File: src/rtl/box_operand_loader_pkg.sv
// Shared constants and types for the box operand loader: FSM encoding,
// nibble slot indices and coordinate width.
package box_operand_loader_pkg;

   localparam int unsigned COORD_W = 4;

   typedef enum logic {
      COLLECT = 1'b0,
      HOLD    = 1'b1
   } state_t;

   typedef enum logic [1:0] {
      SLOT_A = 2'd0,
      SLOT_B = 2'd1,
      SLOT_C = 2'd2,
      SLOT_D = 2'd3
   } slot_t;

endpackage

File: src/rtl/box_operand_loader.sv
// Collects four coordinate nibbles (A, B, C, D) into registered operands and
// holds the complete set until the box-area stage accepts it.
module box_operand_loader
   import box_operand_loader_pkg::*;
(
   input  logic               clk,
   input  logic               rst,
   input  logic               in_valid,
   input  logic [COORD_W-1:0] in_data,
   output logic               in_ready,
   input  logic               abort,
   output logic [COORD_W-1:0] op_a,
   output logic [COORD_W-1:0] op_b,
   output logic [COORD_W-1:0] op_c,
   output logic [COORD_W-1:0] op_d,
   output logic               op_valid,
   input  logic               op_ready,
   output logic [1:0]         slot,
   output logic [7:0]         ops_done
);

   state_t state;
   slot_t  slot_q;

   // Handshake outputs depend on the state register only.
   assign in_ready = (state == COLLECT);
   assign op_valid = (state == HOLD);
   assign slot     = slot_q;

   always_ff @(posedge clk) begin
      if (rst) begin
         state    <= COLLECT;
         slot_q   <= SLOT_A;
         ops_done <= '0;
         op_a     <= '0;
         op_b     <= '0;
         op_c     <= '0;
         op_d     <= '0;
      end else begin
         case (state)
            COLLECT: begin
               if (abort) begin
                  // Abort wins over a coincident transfer: the nibble is dropped.
                  slot_q <= SLOT_A;
               end else if (in_valid) begin
                  case (slot_q)
                     SLOT_A: op_a <= in_data;
                     SLOT_B: op_b <= in_data;
                     SLOT_C: op_c <= in_data;
                     SLOT_D: op_d <= in_data;
                     default: ;
                  endcase
                  if (slot_q == SLOT_D) begin
                     slot_q <= SLOT_A;
                     state  <= HOLD;
                  end else begin
                     slot_q <= slot_t'(slot_q + 2'd1);
                  end
               end
            end
            HOLD: begin
               if (op_ready) begin
                  state    <= COLLECT;
                  ops_done <= ops_done + 8'd1;
               end
            end
            default: state <= COLLECT;
         endcase
      end
   end

endmodule

File: config.mk
export PLATFORM = sky130hd
export DESIGN_NAME = box_operand_loader
export DESIGN_NICKNAME = d
export VERILOG_FILES = /design/src/rtl/box_operand_loader_pkg.sv /design/src/rtl/box_operand_loader.sv
export SDC_FILE = /design/constraint.sdc
export NUM_CORES = 1
export LEC_CHECK = 0
export ABC_AREA = 0
export BUFFER_PORTS_ARGS = -buffer_cell sky130_fd_sc_hd__buf_2
export CORE_MARGIN = 2
export CORE_UTILIZATION = 49
export DETAILED_ROUTE_END_ITERATION = 10
export PLACE_DENSITY = 0.81
export RECOVER_POWER = 50
export SETUP_SLACK_MARGIN = 0.15
export SLEW_MARGIN = 20
export SYNTH_ARGS = -nofsm -noshare
export SYNTH_HDL_FRONTEND = slang
export SYNTH_SLANG_ARGS = --single-unit
File: constraint.sdc
create_clock -name clk -period 1.65 [get_ports clk]
set_clock_uncertainty 0.15 [all_clocks]
set_input_delay 0.33 -clock clk [delete_from_list [all_inputs] [get_ports clk]]
set_output_delay 0.33 -clock clk [all_outputs]
set_load 0.03 [all_outputs]
Yosys cells after proc, flatten, opt, wreduce, memory -nomap -nowiden. Index checks and enable logic that the tools add are counted.

Add/subtract/negate cells: 2. Equality and inequality tests: 3. Mux-type cells: 8. Bitwise operators: 2. Reductions and logical operators: 8.

Operator list (count): AND reduction 4 bit (4); adder 8 x 1 -> 8 bit (second input constant) (1); 2-to-1 mux 2 bit (3); == test 2 bit (second input constant) (2); 2-to-1 mux 1 bit (4); AND reduction 2 bit (2); adder 2 x 1 -> 2 bit (second input constant) (1); == test 2 x 1 -> 1 bit (second input constant) (1); logical NOT 2 bit (1); NOT 1 bit (2); one-hot mux 1 bit (2 select lines) (1); nonzero test 2 bit (1).

Flip-flop bits (word level): 27. Input bits: 9. Logic and storage cells: 30.

Longest topological paths before layout.
Word-level depth: 5. Mapped depth: 6. Depth with buffers taken out: 5.

Least setup slack after synthesis. Ideal clock, no wire load.

Kind: register -> register. From: reg slot_q[0] (netlist: slot[0]). To: reg op_a[0]. Arrival: 1.398 ns. Required time: 1.372 ns. Slack: -0.026 ns. Stages on the path, launching flop included: 7. Buffers on the path: 1. Cell sequence: dfxtp_1 -> inv_1 -> ha_1 -> and4bb_2 -> clkbuf_2 -> mux2i_1 -> nor2_1.

Longest elaborated chain between the ends: 2.

Ends and longest elaborated chain: start, declared (line box_operand_loader.sv:23) `slot_t slot_q;`; start signal, assigned (line box_operand_loader.sv:57) `slot_q <= slot_t'(slot_q + 2'd1);`; logical NOT 2 bit (line box_operand_loader.sv:46) `case (slot_q)`; AND reduction 4 bit (no line); end signal, assigned (line box_operand_loader.sv:47) `SLOT_A: op_a <= in_data;`; end, declared (line box_operand_loader.sv:12) `output logic [COORD_W-1:0] op_a,`.

No other way between the ends. A chain may end at the register's enable or synchronous reset.

Final worst setup path.
From: reg state (netlist: op_valid). To: reg ops_done[7].

Longest elaborated chain between the ends: 1.

Ends and longest elaborated chain: start, declared (line box_operand_loader.sv:22) `state_t state;`; start signal, assigned (line box_operand_loader.sv:32) `state <= COLLECT;`; start signal, assigned (line box_operand_loader.sv:55) `state <= HOLD;`; start signal, assigned (line box_operand_loader.sv:63) `state <= COLLECT;`; AND reduction 2 bit (no line); end signal, assigned (line box_operand_loader.sv:64) `ops_done <= ops_done + 8'd1;`; end, declared (line box_operand_loader.sv:19) `output logic [7:0] ops_done`.

No other way between the ends.

==> flow_summary.yaml <==
synth:
  synthTopCellsByCount: "dfxtp_1, nor2_1, mux2i_1"
  synth-edff-count: 0
  netlist_area_sq_um: 1150
  syn-mean-instance-area_sq_um: 9.68
  yosys-top-cells-area: "dfxtp_1, mux2i_1, nor2_1"
  yosys.area.top_type: "dfxtp_1"
  ys.flop_type: "dfxtp_1"
  synth_async_sr_flop_share_pct: 0
  synth_cells: 119
  synth_seq_cells: 27
  synth_top_area_share_pct: 46.9
  yosys_warnings: 0
  syn_nets: 133
  yosysMostFrequentCell: "dfxtp_1"
  ys_seq_area_share_pct: 46.9
  synth_cell_type_count: 26
drt:
  drc: 0
  avgViaCountPerCell: 5.40
  vias: 977
  ant_nets: 0
  firstDrtPassIters: 4
  drt-total-wl_um: 2640
  wl_per_cell_um: 14.6
  drt_iter0_drc: 23
timing:
  worstMarginPinSlew_ns: 0.458
  post-route-min-period_ns: 1.53
  fmax_mhz: 652
  final.setup.worst_slack_ns: 0.117
  maxSlewHeadroom_pct: 69.5
  finalSetupViolCount: 0
  rsz0062_at_grt: "yes"
  drv_slew: 0
  setup_tns_ns: 0
  timing_hold_violations_final: 0
  fin_crit_sh_pct: 92.9
hold_path:
  whs_path_depth: 3
  hp-class: "in -> reg"
  worstHoldStart: "in_data[2]"
  holdPathEnd: "op_c[2]$_SDFFE_PP0P_"
pwr:
  vdd_ir_drop_max_v: 0.000743
  p_per_area_nw_per_um2: 730
  leakage_uw: 0.000529
job:
  timing.max_cap.violations: 0
setup_path:
  end_kind: "flip-flop"
  required_ns: 1.78
  critPathLaunchType: "flip-flop"
  cp-startpoint: "op_valid$_SDFF_PP0_"
  cp.arrival_ns: 1.67
  cp_max_fo: 13
  rrSetupSlack_ns: 0.12
  reg2regPathDepth: 3
  critPathKind: "reg -> reg"
  r2r_end: "ops_done[7]$_SDFFE_PP0P_"
  crit-reg2reg-launch: "op_valid$_SDFF_PP0_"
clocking:
  insertion_delay_ns: 0.34
  clk_path_buf_depth: 2
  path_clk_slew_ns: 0.15
  cts_root_buf: "clkbuf_4"
  tritoncts: "yes"
  cts.sinks: 27
  cts_made_buffers: 3
  cts_max_level: 1
floorplan:
  fp.dieW_um: 52.5
  floorplan.initialDensity_pct: 52.1
  num_rows: 17
  die_area_sq_um: 2760
  die_h_um: 52.5
  num_io_pins: 37
  coreArea_sq_um: 2210
finish:
  multi_input_area_sq_um: 616
  nFillCells: 190
  syn2layout_area_growth_pct: 24.9
  ff_latch_area_sq_um: 558
  layout-drive-gt1-share_pct: 29.4
  utilization_pct: 65.0
  finalNetCount: 168
  n_antenna_cell: 0
global_route:
  grt_antenna_before_repair: 0
  grt_max_degree: 28
  grt_pass1_vias: 889
  grt-ovfl-total: 0
  grt_pass1_wl_um: 4010
  gr-usage-all-layers_pct: 20.2
placed_design:
  io_buffers: 36
  dp_hpwl_um: 1800
  post-place-ws_ns: 0.107
  gp_congestion: 0.762
status:
  status: "finished, final reports clean"
layout make-up:
| type | count | area share [%] |
|---|---|---|
| clock buffer | 3 | 1.57 |
| multi-input combinational | 78 | 42.8 |
| clock inverter | 1 | 0.348 |
| timing repair buffer | 38 | 12.2 |
| tap | 28 | 2.43 |
| sequential | 27 | 38.8 |
| inverter | 6 | 1.91 |
per-stage QoR:
step	total power [uW]	instances	hold slack (ns)	area, sq um
after floorplan	730	119	0.327	1170
after global placement	759	177	0.312	1350
after detailed placement	762	177	0.330	1350
after CTS	1040	181	0.122	1410
after global routing	1080	181	0.130	1440
final	1050	181	0.116	1440
worst max-delay path by stage:
stage	to	slack (ns)	cells after the start
5_1_grt	ops_done[7]$_SDFFE_PP0P_	0.06	3
3_3_place_gp	op_d[1]$_SDFFE_PP0P_	0.17	5
3_5_place_dp	op_c[0]$_SDFFE_PP0P_	0.11	5
2_1_floorplan	op_a[0]$_SDFFE_PP0P_	0.15	6
6_report	ops_done[7]$_SDFFE_PP0P_	0.12	3
4_1_cts	op_valid	0.14	1
placed cells by master, fill, tap and decap left out, types with 3 or more instances in the layout:
cell / count
nor2_1: 22
o21ai_0: 4
dfxtp_4: 3
dfxtp_2: 5
a21oi_1: 7
ha_4: 3
mux2i_1: 15
nand2_1: 3
clkbuf_1: 16
or3_1: 4
dfxtp_1: 19
clkbuf_4: 3
buf_2: 20
inv_1: 4
flip-flops by register name, indices dropped and copies added (netlist names):
register  flops
ops_done      8
op_a          4
slot          2
op_b          4
op_c          4
op_d          4
op_valid      1
metal layers:
layer | GRT usage (%) | share of wire [%] | wire length [um] | vias up
met5 | 0 | 0 | 0 | -
met1 | 23.1 | 41 | 1080 | 467
met2 | 35.0 | 53 | 1390 | 27
met4 | 10.3 | 1.9 | 51 | 0
met3 | 4.57 | 4.3 | 112 | 5
li1 | - | - | - | 478
power breakdown:
part           internal, uW  total [uW]  switching [uW]
combinational          32.3        89.9            57.6
clock                  91.4         295             204
sequential              656         665            8.20
total                   780        1050             270
cell families (layout without fill, tap and decap cells):
group           after synthesis  after routing  share of synthesized area (%)
mux                          16             16                           13.9
flops                        27             27                           46.9
compound gates               15             15                           7.38
fa+ha+maj                     5              5                           5.43
simple gates                 40             40                           19.2
xor+xnor                      2              2                           1.52
buf+inv                      14             48                           5.65
worst max-delay path: stages (launching register included):
cell     delay (ns)
dfxtp_4        0.48
nand4_1        0.25
or4_1          0.46
a21oi_1        0.15
what timing repair did:
| action | in CTS | in global routing |
|---|---|---|
| hold buffers | 0 | 0 |
| pin swaps | 0 | 2 |
| endpoints found under the setup margin | 11 | 17 |
| cloned | 0 | 0 |
| resized for setup | 7 | 13 |
| setup buffers | 0 | 0 |
Power figures use the tool's default switching activity.
